===== config.mk =====
export PLATFORM = sky130hd
export DESIGN_NAME = mem_access_ctrl
export DESIGN_NICKNAME = d
export VERILOG_FILES = /design/src/rtl/mem_access_ctrl.sv
export SDC_FILE = /design/constraint.sdc
export NUM_CORES = 1
export LEC_CHECK = 0
export ABC_AREA = 1
export CAP_MARGIN = 15
export CELL_PAD_IN_SITES_DETAIL_PLACEMENT = 1
export CELL_PAD_IN_SITES_GLOBAL_PLACEMENT = 1
export CORE_UTILIZATION = 30
export CTS_BUF_LIST = sky130_fd_sc_hd__clkbuf_16
export CTS_CLUSTER_DIAMETER = 40
export CTS_CLUSTER_SIZE = 12
export DETAILED_ROUTE_END_ITERATION = 6
export HOLD_SLACK_MARGIN = 0.06
export PLACE_DENSITY_LB_ADDON = 0.1
export RECOVER_POWER = 100
export SLEW_MARGIN = 20
export SYNTH_ARGS = -nofsm -noshare
export SYNTH_HDL_FRONTEND = slang
export SYNTH_SLANG_ARGS = --single-unit

===== constraint.sdc =====
create_clock -name clk -period 1.8 [get_ports clk]
set_input_delay 0.27 -clock clk [delete_from_list [all_inputs] [get_ports clk]]
set_output_delay 0.27 -clock clk [all_outputs]
set_load 0.01 [all_outputs]

===== src/rtl/mem_access_ctrl.sv =====
// MEM stage controller: splits 32-bit loads/stores into two 16-bit SRAM accesses
// and stalls the pipeline until they are done, then updates the MEM/WB register.
module mem_access_ctrl #(
    parameter int unsigned WAIT_CYCLES = 1,
    parameter logic [31:0] MEM_BASE    = 32'd1024
) (
    input  logic        clk,
    input  logic        rst,
    input  logic        WB_ENIn,
    input  logic        MEM_R_ENIn,
    input  logic        MEM_W_ENIn,
    input  logic [31:0] ALUResIn,
    input  logic [31:0] RMValIn,
    input  logic [3:0]  DestIn,
    output logic        Freeze,
    output logic [17:0] SRAM_ADDR,
    output logic [15:0] SRAM_WDATA,
    input  logic [15:0] SRAM_RDATA,
    output logic        SRAM_WE_N,
    output logic        WB_ENOut,
    output logic        MEM_R_ENOut,
    output logic [31:0] ALUResOut,
    output logic [31:0] MemDataOut,
    output logic [3:0]  DestOut
);

    typedef enum logic [1:0] {IDLE, LO, HI, DONE} state_e;

    localparam logic [2:0] WAIT_LAST = 3'(WAIT_CYCLES);

    state_e      state_q, state_d;
    logic [2:0]  cnt_q, cnt_d;
    logic [31:0] data_q, data_d;

    logic        mem_req, is_write, is_read, last_cycle;
    logic [31:0] eff_addr;
    logic        unused_addr_bits;

    // A write wins when both enables are set.
    assign mem_req    = MEM_R_ENIn | MEM_W_ENIn;
    assign is_write   = MEM_W_ENIn;
    assign is_read    = MEM_R_ENIn & ~MEM_W_ENIn;
    assign eff_addr   = ALUResIn - MEM_BASE;
    assign last_cycle = (cnt_q == WAIT_LAST);
    assign unused_addr_bits = ^{eff_addr[31:19], eff_addr[1:0]};

    always_comb begin
        // NOTE: every output gets a default first so no latch is inferred.
        state_d    = state_q;
        cnt_d      = 3'd0;
        data_d     = data_q;
        Freeze     = 1'b0;
        SRAM_ADDR  = 18'd0;
        SRAM_WDATA = 16'd0;
        SRAM_WE_N  = 1'b1;

        unique case (state_q)
            IDLE: begin
                if (mem_req) begin
                    Freeze  = 1'b1;
                    state_d = LO;
                end
            end
            LO: begin
                Freeze    = 1'b1;
                SRAM_ADDR = {eff_addr[18:2], 1'b0};
                if (is_write) begin
                    SRAM_WE_N  = 1'b0;
                    SRAM_WDATA = RMValIn[15:0];
                end
                if (last_cycle) begin
                    state_d = HI;
                    if (is_read) data_d[15:0] = SRAM_RDATA;
                end else begin
                    cnt_d = cnt_q + 3'd1;
                end
            end
            HI: begin
                Freeze    = 1'b1;
                SRAM_ADDR = {eff_addr[18:2], 1'b1};
                if (is_write) begin
                    SRAM_WE_N  = 1'b0;
                    SRAM_WDATA = RMValIn[31:16];
                end
                if (last_cycle) begin
                    state_d = DONE;
                    if (is_read) data_d[31:16] = SRAM_RDATA;
                end else begin
                    cnt_d = cnt_q + 3'd1;
                end
            end
            DONE: state_d = IDLE;
            default: state_d = IDLE;
        endcase

        // A pending request must not stall the pipeline while reset is held.
        if (!rst) Freeze = 1'b0;
    end

    // NOTE: sequential state uses non-blocking assignments so all registers
    // update together from the values present before the edge.
    always_ff @(posedge clk or negedge rst) begin
        if (!rst) begin
            state_q <= IDLE;
            cnt_q   <= 3'd0;
            data_q  <= 32'd0;
        end else begin
            state_q <= state_d;
            cnt_q   <= cnt_d;
            data_q  <= data_d;
        end
    end

    always_ff @(posedge clk or negedge rst) begin
        if (!rst) begin
            WB_ENOut    <= 1'b0;
            MEM_R_ENOut <= 1'b0;
            ALUResOut   <= 32'd0;
            MemDataOut  <= 32'd0;
            DestOut     <= 4'd0;
        end else if (!Freeze) begin
            WB_ENOut    <= WB_ENIn;
            MEM_R_ENOut <= MEM_R_ENIn;
            ALUResOut   <= ALUResIn;
            DestOut     <= DestIn;
            if (state_q == DONE && is_read) MemDataOut <= data_q;
        end else begin
            // Stall: insert a bubble, keep the data fields.
            WB_ENOut    <= 1'b0;
            MEM_R_ENOut <= 1'b0;
        end
    end

endmodule


# Yosys cells after proc, flatten, opt, wreduce, memory -nomap -nowiden
# Cells that the tools add are included.
# word_totals
input_bits,89
ff_bits,107
output_inout_bits,106
# classes
n_mux,17
n_reduce_logical,7
add_sub_neg,2
eq_ne,7
bitwise_logic,4
# ops
cell,count
18-bit one-hot mux with 2 select lines,1
16-bit 2-to-1 mux,2
16-bit one-hot mux with 2 select lines,1
"19-bit by 11-bit subtractor with 19-bit output, second input constant",1
3-bit AND reduction,3
2-bit one-hot mux with 4 select lines,1
1-bit 2-to-1 mux,6
2-bit 2-to-1 mux,3
3-bit 2-to-1 mux,2
"2-bit != test, second input constant",3
"2-bit == test, second input constant",2
"3-bit by 1-bit adder with 3-bit output, second input constant",1
"3-bit by 1-bit == test with 1-bit output, second input constant",1
"2-bit by 1-bit == test with 1-bit output, second input constant",1
2-bit zero test,1
1-bit NOT,2
1-bit one-hot mux with 2 select lines,1
2-bit AND reduction,1
2-bit OR reduction,1
1-bit AND,1
1-bit logical AND,1
1-bit OR,1

# Longest topological paths before layout
# depth
ltp_word,6
ltp_mapped,10

# Least setup slack after synthesis
# Ideal clock, no wire load.
# synth_timing
kind,register to output
start,reg state_q[0]
end,out SRAM_WDATA[0]
required_time_ps,1530
t_arrival_ps,1457
stages_incl_launch_ff,6
n_path_buf,1
setup_slack_ps,73
path_cell_list,dfrtp_1 -> inv_1 -> ha_1 -> nand2_1 -> clkbuf_1 -> a21oi_1
# synth_via
elab_chain_cells,2
# synth_lines
element,line,source
from (decl),31,"state_e state_q, state_d;"
from (signal assigned),108,state_q <= state_d;
2-bit == test or 2-bit by 1-bit == test with 1-bit output (tied branches),57,unique case (state_q)
16-bit one-hot mux with 2 select lines *,57,
to (decl),17,"output logic [15:0] SRAM_WDATA,"
# Every way passes the cells marked *; elsewhere a longest branch is shown, timed or not.

# Worst setup path after layout
# layout_timing
start,reg state_q[0]
end,out SRAM_WDATA[4]
# Same word-level chain as after synthesis.

==> reports/results.tsv <==
stage	metric	value	unit
die	die height	127	um
synth	post-synthesis simple-gate area fraction	27.7	%
timing	worst hold slack across all endpoints	0.447	ns
placement	Post-Place Setup Slack	-0.551	ns
clocking	clock tree from TritonCTS	built	
die	Die Footprint	16200	um2
route	ANT nets after route	0	
global_routing	largest net degree at the start of global routing	108	
die	starting density of the core	30.8	%
power	Logic pwr share	50.1	%
synth	Syn Inst Count	576	
synth	Yosys warning count	0	
die	site row count	45	
clocking	Root Buffer Master	clkbuf_16	
synth	main combinational cell family by area after synthesis	simple AND/OR/NAND/NOR gates	
timing	final hold violation count	0	
route	routed wire length	15300	um
die	core region area	15300	um2
clocking	clock latency on the worst-skew pair	0.36	ns
synth	summed instance area of the synthesized netlist	4700	um2
power	Pwr per Cell Area	1590	nW/um2
timing	Final TNS setup	-5.49	ns
setup_path	worst-path cell with the longest stage delay	dfrtp_1	
route	number of vias per cell after detailed routing	4.52	
setup_path	Setup crit start kind	flop	
placement	number of placed instances with taps included	982	
timing	Final Skew	0.0131	ns
clocking	# H-tree levels	3	
timing	worst-case setup margin in the final layout	-0.252	ns
layout	filler instances	1807	
synth	post-synthesis xor/xnor area fraction	0.373	%
global_routing	GRT overflow	0	
setup_path	classification of the worst setup path	flop to output port	
layout	fraction of final layout cells sized beyond drive strength 1	18.8	%
layout	Area growth syn-to-layout	63.0	%
status	status	finished with violations	
layout	final cell count without fillers	1020	
die	top-level port count	195	
route	drt first pass iters	4	
synth	multiplexer area fraction after synthesis	0	%
layout	leading cell type in the layout, fill and taps excluded	nand2_1	
clocking	clock transition at the registers of the reported paths	0.08	ns
setup_path	Critical Path RT	1.53	ns
run	number of maximum-capacitance violations	0	
status	failing checks	negative setup slack	
global_routing	GRT Util Overall	19.4	%
worst_hold_path	worst min path class	input port to flop	
power	internal power summed over all cells	7.53	mW
power	switching part of the total	38.3	%
timing	transition at the pin with the smallest max-transition slack	0.973	ns
clocking	maximum number of buffers from clock root to sink	2	
route	DR iter-0 viols	246	
layout	number of nets at the end of the flow	899	
placement	RePlAce Congestion	0.776	
power	P_sw	4.68	mW
die	die width	127	um
route	Via Count	4613	
power	IR Drop Worst-Case VDD	0.754	mV
synth	net count of the mapped netlist	672	
global_routing	number of global-route vias before repair	4853	
synth	synthesis-stage register bit count	107	
setup_path	maximum fanout along the worst path	8	
power	fraction of power consumed by the clock network	17.4	%
synth	adder and majority gate portion of the synthesized area	1.86	%
placement	Port Buffer Count	194	
setup_path	family with the most delay on the worst path	buffers and inverters	
setup_path	cell repeated most along the worst path	buf_6	
clocking	number of buffers created by CTS	9	
setup_path	CP peak stage delay	0.40	ns
setup_path	sequence of cells on the critical path	inv_2 > buf_6 > ha_4 > buf_6 > buf_8 > buf_6 > nand2_4 > a21oi_2 > buf_2	
power	register share of total power	32.5	%
clocking	number of sinks driven by the clock tree	107	
route	number of DRC violations after detailed routing	0	
synth	complex-gate fraction of the synthesized area	6.07	%
synth	number of distinct library cell variants in the gate-level netlist after synthesis	20	
power	Static Leakage	3.91	nW
layout	Multi-input gate area	1920	um2
synth	mean cell area of the mapped netlist	8.16	um2
synth	sequential fraction of the synthesis area	57.0	%
global_routing	first-pass GRT wire length	24400	um
timing	final number of setup-violating endpoints	34	
timing	RSZ-0062 raised after global routing	yes	
setup_path	data arrival time of the critical path	1.78	ns
global_routing	number of antenna violations at the first check in global routing	1	
timing	number of pins with negative max-slew slack in the final report	0	
layout	most frequent cells in the layout	nand2_1 (241), dfrtp_1 (107), clkdlybuf4s50_1 (87)	
timing	share of the cycle needed by the critical path after routing	114	%
timing	upper clock frequency limit	0.487	GHz
timing	Slew HR	35.1	%
timing	final critical-path required period	2.05	ns
placement	HPWL reported at the end of detailed placement	10300	um
setup_path	type of element capturing the critical path	output port	
route	detail-routed net length per standard cell	15.0	um
setup_path	Buf/Inv on CP	6	
layout	flip-flop and latch area	2680	um2
layout	end-of-flow core utilization	50.2	%
[worst paths after layout]
| path | to | startpoint | depth (start not counted) | slack, ns |
|---|---|---|---|---|
| worst min-delay path | WB_ENOut | WB_ENIn | 3 | 0.45 |
| worst min register to register | ALUResOut[29] | ALUResOut[29] | 2 | 0.46 |
| worst max-delay path | SRAM_WDATA[4] | state_q[0] | 9 | -0.25 |
| max in group asynchronous | ALUResOut[23] | rst | 3 | 0.32 |
| worst max register to register | ALUResOut[27] | state_q[0] | 10 | 0.04 |
| min in group asynchronous | ALUResOut[12] | rst | 3 | 0.85 |
[power by group through the flow]
stage               registers [mW]  clock network, mW  logic [mW]
finish                        3.97               2.12        6.12
global route                  4.10               2.28        6.70
CTS                           4.01               2.19        6.25
detailed placement            4.04                  0        5.56
global placement              3.97                  0        5.43
floorplan                     4.27                  0        2.18
[state kept, by name, indices dropped and copies added (netlist names)]
signal       flops
MemDataOut      32
ALUResOut       32
data_q          32
MEM_R_ENOut      1
cnt_q            3
DestOut          4
state_q          2
WB_ENOut         1
[final cells by class]
type,instances,area share (%)
Sequential cell,107,35.0
Timing Repair Buffer,246,30.1
Multi-Input combinational cell,397,25.1
Tap cell,211,3.45
Clock buffer,9,2.94
Inverter,42,2.19
Clock inverter,7,1.19
Antenna cell,1,0.0327
[Yosys cell counts]
| library cell | number | area share [%] |
|---|---|---|
| nand2_2 | 2 | 0.27 |
| o21ai_1 | 11 | 1.2 |
| or2_2 | 1 | 0.13 |
| clkbuf_1 | 3 | 0.24 |
| inv_2 | 2 | 0.16 |
| nand2_1 | 254 | 20 |
| and3_1 | 1 | 0.13 |
| buf_6 | 1 | 0.24 |
| o21ai_0 | 28 | 3.0 |
| buf_2 | 19 | 2.0 |
| nor3_1 | 1 | 0.11 |
| xor2_1 | 2 | 0.37 |
| ha_1 | 7 | 1.9 |
| inv_1 | 40 | 3.2 |
| buf_4 | 7 | 1.1 |
| nand3_1 | 38 | 4.0 |
| nor2_1 | 33 | 2.6 |
| a21oi_1 | 18 | 1.9 |
| dfrtp_1 | 107 | 57 |
| nand4_1 | 1 | 0.13 |
[worst register-to-register path, stage by stage, from the launching register on]
cell and delay (ns):
dfrtp_1 0.38, inv_2 0.08, ha_4 0.31, clkbuf_1 0.18, inv_4 0.04, nand2_1 0.07, nand2_2 0.05, inv_1 0.10
buf_6 0.29, nand2_1 0.12, nand2_1 0.08
[logic make-up (layout without fill, tap and decap cells)]
group | after synthesis | after routing
flops | 107 | 107
other cells | 0 | 1
simple gates | 331 | 331
xor+xnor | 2 | 2
fa+ha+maj | 7 | 7
compound gates | 57 | 57
buf+inv | 72 | 304
[routing by layer]
layer	vias to the layer above	share of wire, %	GRT usage, %
met4	0	1.5	6.16
met2	129	51	34.6
met5	-	0	0
met3	18	4.8	3.98
li1	2239	-	-
met1	2227	43	23.3
[through the flow]
step           area [um2]  total power, mW
2_1_floorplan        4700             6.44
3_3_place_gp         7030             9.40
3_5_place_dp         7030             9.59
4_1_cts              7540             12.4
5_1_grt              7660             13.1
6_report             7660             12.2
[timing repair]
| action | 4_1_cts | 5_1_grt |
|---|---|---|
| buffers inserted | 16 | 3 |
| hold buffers | 1 | 0 |
| setup endpoints to repair | 85 | 99 |
| cloned | 2 | 1 |
| hold endpoints to repair | 107 | 0 |
| pin swaps | 16 | 5 |
| resized for setup | 202 | 40 |
Note: power is estimated with default switching activity, not from simulation.
